File: config.mk
export PLATFORM = sky130hd
export DESIGN_NAME = pokey_channel_counter
export DESIGN_NICKNAME = d
export VERILOG_FILES = /design/src/rtl/pokey_pkg.sv /design/src/rtl/pokey_channel_counter.sv
export SDC_FILE = /design/constraint.sdc
export NUM_CORES = 1
export LEC_CHECK = 0
export BUFFER_PORTS_ARGS = -buffer_cell sky130_fd_sc_hd__buf_2
export CORE_MARGIN = 4
export CORE_UTILIZATION = 45
export DETAILED_ROUTE_END_ITERATION = 10
export PLACE_DENSITY = 0.79
export SYNTH_ARGS = -nofsm -noshare
export SYNTH_HDL_FRONTEND = slang
export SYNTH_SLANG_ARGS = --single-unit
File: constraint.sdc
create_clock -name clk -period 2.9 [get_ports clk]
set_input_delay 0 -clock clk [delete_from_list [all_inputs] [get_ports clk]]
set_output_delay 0 -clock clk [all_outputs]
set_load 0.05 [all_outputs]
File: src/rtl/pokey_pkg.sv
// Shared definitions for the POKEY audio channel blocks.
// Holds the channel FSM state encoding and the default widths/timing constants.
package pokey_pkg;

  // Channel divider FSM: counting down, or padding the reload in fast mode.
  typedef enum logic {
    COUNT = 1'b0,
    WAIT  = 1'b1
  } chan_state_t;

  // Extra reload ticks inserted per underflow when clocked at 1.79 MHz.
  localparam int POKEY_FAST_EXTRA = 3;

  // AUDF register / channel counter width.
  localparam int POKEY_AUDF_W = 8;

endpackage

File: src/rtl/pokey_channel_counter.sv
// One POKEY audio channel divider: an 8-bit down counter reloaded from a local
// AUDF register, emitting an underflow pulse and a square-wave tone bit.
// Optional build macro POKEY_CHAN_LINK_EN adds link_in/link_mode so this
// channel can act as the high byte of a 16-bit joined channel.
//
// Handshake: there is no valid/ready pair here. Every register update is
// qualified by ce; a count tick is ce & enable_in (or ce & link_in when linked),
// syncreset and audf_wr are single-ce strobes sampled on ce edges only.
module pokey_channel_counter
  import pokey_pkg::*;
#(
  parameter int WIDTH      = POKEY_AUDF_W,
  parameter int FAST_EXTRA = POKEY_FAST_EXTRA
) (
  input  logic             clk,
  input  logic             reset_n,
  input  logic             ce,
  input  logic             enable_in,
  input  logic             syncreset,
  input  logic             fast_mode,
  input  logic             audf_wr,
  input  logic [WIDTH-1:0] audf_din,
`ifdef POKEY_CHAN_LINK_EN
  input  logic             link_in,
  input  logic             link_mode,
`endif
  output logic             underflow_out,
  output logic             tone_out,
  output logic [WIDTH-1:0] count_out
);

  // Wait counter only has to hold FAST_EXTRA-1.
  localparam int WAIT_W = (FAST_EXTRA > 1) ? $clog2(FAST_EXTRA) : 1;

  chan_state_t       r_state;
  chan_state_t       w_state_nx;
  logic [WIDTH-1:0]  r_count;
  logic [WIDTH-1:0]  w_count_nx;
  logic [WIDTH-1:0]  r_audf;
  logic [WIDTH-1:0]  w_audf_nx;
  logic [WAIT_W-1:0] r_wait;
  logic [WAIT_W-1:0] w_wait_nx;
  logic              r_underflow;
  logic              w_underflow_nx;
  logic              r_tone;
  logic              w_tone_nx;

  logic              w_tick;
  logic              w_fast;
  logic              w_count_zero;
  logic              w_wait_zero;

  // A write on the same edge as a reload is seen by that reload.
  assign w_audf_nx = audf_wr ? audf_din : r_audf;

`ifdef POKEY_CHAN_LINK_EN
  // Linked high byte counts the lower channel's underflows and never pads.
  assign w_tick = ce & (link_mode ? link_in : enable_in);
  assign w_fast = fast_mode & ~link_mode;
`else
  assign w_tick = ce & enable_in;
  assign w_fast = fast_mode;
`endif

  assign w_count_zero = (r_count == '0);
  assign w_wait_zero  = (r_wait == '0);

  // State register.
  always_ff @(posedge clk or negedge reset_n) begin
    if (!reset_n) begin
      r_state <= COUNT;
    end else begin
      r_state <= w_state_nx;
    end
  end

  // Next-state logic: syncreset forces COUNT, fast underflow enters WAIT.
  always_comb begin
    w_state_nx = r_state;
    if (ce && syncreset) begin
      w_state_nx = COUNT;
    end else if (w_tick) begin
      case (r_state)
        COUNT:   if (w_count_zero && w_fast) w_state_nx = WAIT;
        WAIT:    if (w_wait_zero) w_state_nx = COUNT;
        default: w_state_nx = COUNT;
      endcase
    end
  end

  // Output/datapath logic: counter, wait counter, underflow pulse, tone.
  always_comb begin
    w_count_nx     = r_count;
    w_wait_nx      = r_wait;
    w_underflow_nx = r_underflow;
    w_tone_nx      = r_tone;
    if (ce) begin
      // The pulse lasts one ce period unless re-armed below.
      w_underflow_nx = 1'b0;
      if (syncreset) begin
        w_count_nx = w_audf_nx;
        w_wait_nx  = '0;
        w_tone_nx  = 1'b0;
      end else if (w_tick) begin
        case (r_state)
          COUNT: begin
            if (!w_count_zero) begin
              w_count_nx = r_count - WIDTH'(1);
            end else begin
              w_underflow_nx = 1'b1;
              w_tone_nx      = ~r_tone;
              if (w_fast) begin
                w_wait_nx = WAIT_W'(FAST_EXTRA - 1);
              end else begin
                w_count_nx = w_audf_nx;
              end
            end
          end
          WAIT: begin
            if (w_wait_zero) begin
              w_count_nx = w_audf_nx;
            end else begin
              w_wait_nx = r_wait - WAIT_W'(1);
            end
          end
          default: ;
        endcase
      end
    end
  end

  // Datapath registers; AUDF follows every ce edge.
  always_ff @(posedge clk or negedge reset_n) begin
    if (!reset_n) begin
      r_count     <= '0;
      r_audf      <= '0;
      r_wait      <= '0;
      r_underflow <= 1'b0;
      r_tone      <= 1'b0;
    end else begin
      r_count     <= w_count_nx;
      r_wait      <= w_wait_nx;
      r_underflow <= w_underflow_nx;
      r_tone      <= w_tone_nx;
      if (ce) begin
        r_audf <= w_audf_nx;
      end
    end
  end

  assign underflow_out = r_underflow;
  assign tone_out      = r_tone;
  assign count_out     = r_count;

endmodule

# --- Word-level counts from Yosys, hierarchy flattened ---
# Cells that the tools add are included.
# Widths: inputs -> output; s select.
word_totals:
  in_bits: 15
  word_cells: 53
  regBits: 21
classes:
  bitwise_logic: 3
  mux: 26
  addsub: 2
  reduce_logical: 10
  n_eq_ne: 6
op_table:
  columns: ["op", "n"]
  rows:
  - ["$mux 8", 6]
  - ["$pmux 8 s2", 1]
  - ["$mux 1", 12]
  - ["$mux 2", 5]
  - ["$ne 3x3->1 const B", 3]
  - ["$logic_not 8->1", 1]
  - ["$reduce_and 4->1", 2]
  - ["$sub 8x1->8 const B", 1]
  - ["$reduce_bool 2->1", 3]
  - ["$reduce_and 5->1", 1]
  - ["$ne 4x4->1 const B", 1]
  - ["$pmux 2 s2", 1]
  - ["$ne 3x2->1 const B", 1]
  - ["$logic_and 1x1->1", 2]
  - ["$logic_not 2->1", 1]
  - ["$ne 2x2->1 const B", 1]
  - ["$not 1->1", 2]
  - ["$pmux 1 s2", 1]
  - ["$sub 2x1->2 const B", 1]
  - ["$and 1x1->1", 1]

# --- Depth between registers and ports, before layout ---
depth:
  word_depth: 6
  ltp_mapped: 9
  ltp_nobuf: 7

# --- Worst setup path before layout ---
# OpenSTA, ideal clock, no wires.
synth_timing:
  kind: "reg-to-reg"
  start: "reg r_count[0], in the netlist count_out[0]"
  end: "reg r_count[5], in the netlist count_out[5]"
  path_buffers: 1
  arrival_time_ns: 1.953
  stages_incl_launch_ff: 9
  setup_time_ns: 0.123
  setup_slack_ns: 0.824
  cell_sequence: "dfrtp_1 > inv_1 > ha_1 > nor4b_2 > a21boi_1 > buf_2 > o21ai_0 > a21oi_1 > a21oi_1"
synth_via:
  elab_chain_len: 5
synth_rtl:
  columns: ["element", "line_no", "rtl"]
  rows:
  - ["start, declared", "pokey_channel_counter.sv:37", "logic [WIDTH-1:0] r_count;"]
  - ["start signal, assigned", "pokey_channel_counter.sv:141", "r_count <= w_count_nx;"]
  - ["$sub 8x1->8 / $logic_not 8->1 (equally long branches)", "pokey_channel_counter.sv:108, pokey_channel_counter.sv:65", null]
  - ["$mux 8", "pokey_channel_counter.sv:107", "if (!w_count_zero) begin"]
  - ["$pmux 8 s2", "pokey_channel_counter.sv:105", "case (r_state)"]
  - ["$mux 8", "pokey_channel_counter.sv:104", "end else if (w_tick) begin"]
  - ["$mux 8", "pokey_channel_counter.sv:100", "if (syncreset) begin"]
# Several ways; a longest one is shown, not always the timed one. The select of a mux whose other input is x is not followed.
# A chain may end at the register's enable or synchronous reset.

# --- Worst setup path after layout ---
layout_timing:
  start: "reg r_count[0], in the netlist count_out[0]"
  end: "reg r_wait[0]"
layout_via:
  elab_chain_len: 3
layout_rtl:
  columns: ["element", "line_no", "rtl"]
  rows:
  - ["$logic_not 8->1", "pokey_channel_counter.sv:65", "assign w_count_zero = (r_count == '0);"]
  - ["$ne 3x3->1 (no line)", null, null]
  - ["$reduce_and 5->1 (no line)", null, null]
  - ["end signal, assigned", "pokey_channel_counter.sv:142", "r_wait <= w_wait_nx;"]
  - ["end, declared", "pokey_channel_counter.sv:41", "logic [WAIT_W-1:0] r_wait;"]
# Every way passes these cells.

==> impl_results.md <==
* Outcome: finished, violations left
* Failing checks: negative hold slack
* Final wirelength at 2620 um
* H-Tree Depth at 1
* Critical Path Slowest Stage Cell: a21boi_1
* Synth Register Bits at 21
* Unrepaired setup endpoints after global routing: no
* Sequential share of power at 0.437
* Synth cell types at 37
* Vias in the first global route at 1092
* Syn_nets at 145
* CTS tree: built
* Family with the most delay on the worst path: compound AO/OA/AOI/OAI gates
* CP peak stage delay at 0.66 ns
* Post-CTS Hold Fix Bufs at 11
* Combinational share of power at 0.412
* Multiplexer share of the synthesized area at 0.114
* DIE AREA at 3660 um^2
* Final Hold Vio Count at 1
* Synth Area in XOR/XNOR at 0
* Pwr dens at 628 nW/um^2
* Kind of critical path: register to register
* Crit path buf inv count at 2
* Peak supply drop at 0.345 mV
* Net load switching power at 407 uW
* FF-to-FF path depth at 7
* Post-Syn Area per Cell at 9.76 um^2
* CP cell instances: inv_1 -> ha_1 -> nor4b_2 -> a21boi_1 -> o21ai_0 -> o41ai_1 -> dlygate4sd3_1
* Largest area contributor in the netlist: dfrtp_1
* Die Span Y at 60.5 um
* RD Place Congestion at 0.788
* Critical Path Fanout Max at 14
* Area share of fa/ha/maj cells after synthesis at 0.0303
* Fin. max-slew vios at 0
* Net Sw Frac at 0.433
* Slew @ Worst Pin at 0.806 ns
* Largest net degree at the start of global routing at 22
* Ports at 25
* HPWL after detailed placement at 1990 um
* Antenna viol nets, final at 0
* Initial antenna violation count at 0
* Min Tclk post-route at 2.46 ns
* Main combinational cell family by area after synthesis: compound AO/OA/AOI/OAI gates
* Post-synthesis simple-gate area fraction at 0.187
* Fmax achieved at 406 MHz
* Rows at 18
* Leakage at 0.650 nW
* Root Buffer: clkbuf_4
* CTS clk-pin slew, worst paths at 0.12 ns
* CTS Buf Count at 3
* Mapped Area at 1240 um^2
* Layout cells sized above 1 at 0.256
* DR iter-0 viols at 52
* Top-area cell type share of the netlist area at 0.424
* Critical path startpoint category: register
* All-Layer GR Usage at 0.168
* Cells after Synth at 127
* Residual DRC at 0
* Skew final at 0.00333 ns
* Clock power share at 0.151
* WP data required at 3.15 ns
* Router iterations before antenna repair at 4
* Post-CTS setup buffers at 0
* Arr. time, crit path at 2.71 ns
* FILL cells at 235
* Total core area at 2540 um^2
* Slew Limit Headroom at 0.461
* Setup ws final at 0.438 ns
* Initial Util at 0.487
* Port bufs at 24
* Final period util at 0.849
* Clock sinks at 21
* Max-cap violations at 0
* Hold depth at 3
* CP endpoint kind: register
* Diodes inserted at 0
* Clock Path Buffers at 2
* Share of the yosys chip area belonging to registers at 0.424
* Internal at 534 uW
* Area growth syn-to-layout at 21.0%
* Synth Area in Compound Gates at 0.199
* First-pass GRT wire length at 4630 um
* Worst path depth at 7
* Setup TNS at 0 ns
* Hold WC Path Type: input pin to register
* Vias per cell at 5.71
* Wire per inst at 13.8 um
* Vias at 1084
* Die width at 60.5 um
* YS warnings at 0
* Worst skew pair latency at 0.31 ns
* Post-CTS sizing at 0
* Worst hold slack at -0.000516 ns
* Fin nets at 179
* Endpoints failing setup at 0
* Synth area leaders: dfrtp_1 (42%), mux2_2 (8.2%), o21ai_0 (5.2%)
* Worst slack, placed at 0.805 ns
* Total gr overflow at 0
## worst reg2reg max path, delay by kind of cell, from the launching register on
kind	cells	cell delay, ns
AOI/OAI and AO/OA	3	0.94
adders and majority gates	1	0.22
and+or+nand+nor	1	0.17
DFF	1	0.40
buffers and inverters	2	0.69
## final timing paths
path | start | end | slack (ns)
min in group asynchronous | reset_n | r_state | 0.16
setup reg to reg | count_out[0] | r_wait[0] | 0.44
hold reg to reg | r_audf[5] | r_audf[5] | 0.52
max in group asynchronous | reset_n | count_out[2] | 2.42
setup / recovery | count_out[0] | r_wait[0] | 0.44
hold / removal | enable_in | underflow_out | -0.0005
## synthesized netlist by cell type (all sizes together)
library cell	count
mux2	9
or4b	1
nor3	3
o21ai	16
ha	3
nand2b	5
or4	1
nand2	7
a21boi	2
o311ai	1
a21o	1
clkbuf	1
a31oi	2
nand4	3
nor4b	1
nand3	3
inv	6
o22a	1
nor3b	1
o41ai	1
buf	5
or3	2
mux2i	4
nand4b	1
o211ai	2
nand3b	2
dfrtp	21
nor2	9
a22o	4
o2111ai	1
and3b	1
a21oi	7
## through the flow
step,util,cell area (um^2),hold slack (ns),std cells,power [mW]
4_1_cts,0.589,1500,0.00837,190,0.950
3_3_place_gp,0.535,1360,-0.0217,175,0.784
3_5_place_dp,0.535,1360,-0.0119,175,0.798
6_report,0.589,1500,-0.000516,190,0.942
5_1_grt,0.589,1500,0.00746,190,1.01
2_1_floorplan,-,1240,-0.296,127,0.701
## cells by family (layout without fill, tap and decap cells)
group,after synthesis,after routing
adder cells (fa/ha/maj),3,3
AO/OA/AOI/OAI,38,38
buffers and inverters,12,45
multiplexers,13,13
flip-flops,21,21
AND/OR/NAND/NOR,40,40
## per-layer routing
metal	wire (um)	GRT usage	vias to the layer above
met1	1090	0.188	512
met3	181	0.0404	5
met4	31	0.0526	0
li1	-	-	532
met5	0	0	-
met2	1320	0.313	35
## sequential cells by signal, indices dropped and copies added (netlist names)
name and cells:
count_out 8, r_audf 8, r_state 1, r_wait 2, tone_out 1, underflow_out 1
## cell type report
cell class / instances / area (um^2) / area share
clock buffer: 3 / 22.5 / 0.0150
clock inverter: 1 / 5.00 / 0.00334
inverter: 6 / 22.5 / 0.0150
multi-input combinational: 94 / 657 / 0.438
sequential: 21 / 526 / 0.350
tap: 30 / 37.5 / 0.0250
timing repair buffer: 35 / 230 / 0.153
## cell usage in the layout, fill, tap and decap left out, types with 3 or more instances in the layout
master         Yosys  layout
a21oi_1            7       7
a22o_1             4       4
buf_2              4      24
clkbuf_4           0       3
dfrtp_1           21      21
dlygate4sd3_1      0      11
ha_1               3       3
inv_1              6       6
mux2_2             9       9
mux2i_1            4       4
nand2_1            7       7
nand2b_1           5       5
nand3_1            3       3
nand4_1            3       3
nor2_1             8       8
nor3_1             3       3
o21ai_0           13      13
## power by group through the flow
stage               Sequential (mW)  Combinational (mW)  Clock (mW)
floorplan                     0.528               0.173           0
global placement              0.414               0.371           0
detailed placement            0.418               0.380           0
CTS                           0.411               0.392       0.147
global route                  0.424               0.427       0.162
finish                        0.412               0.388       0.142
(Power assumes the default switching activity.)
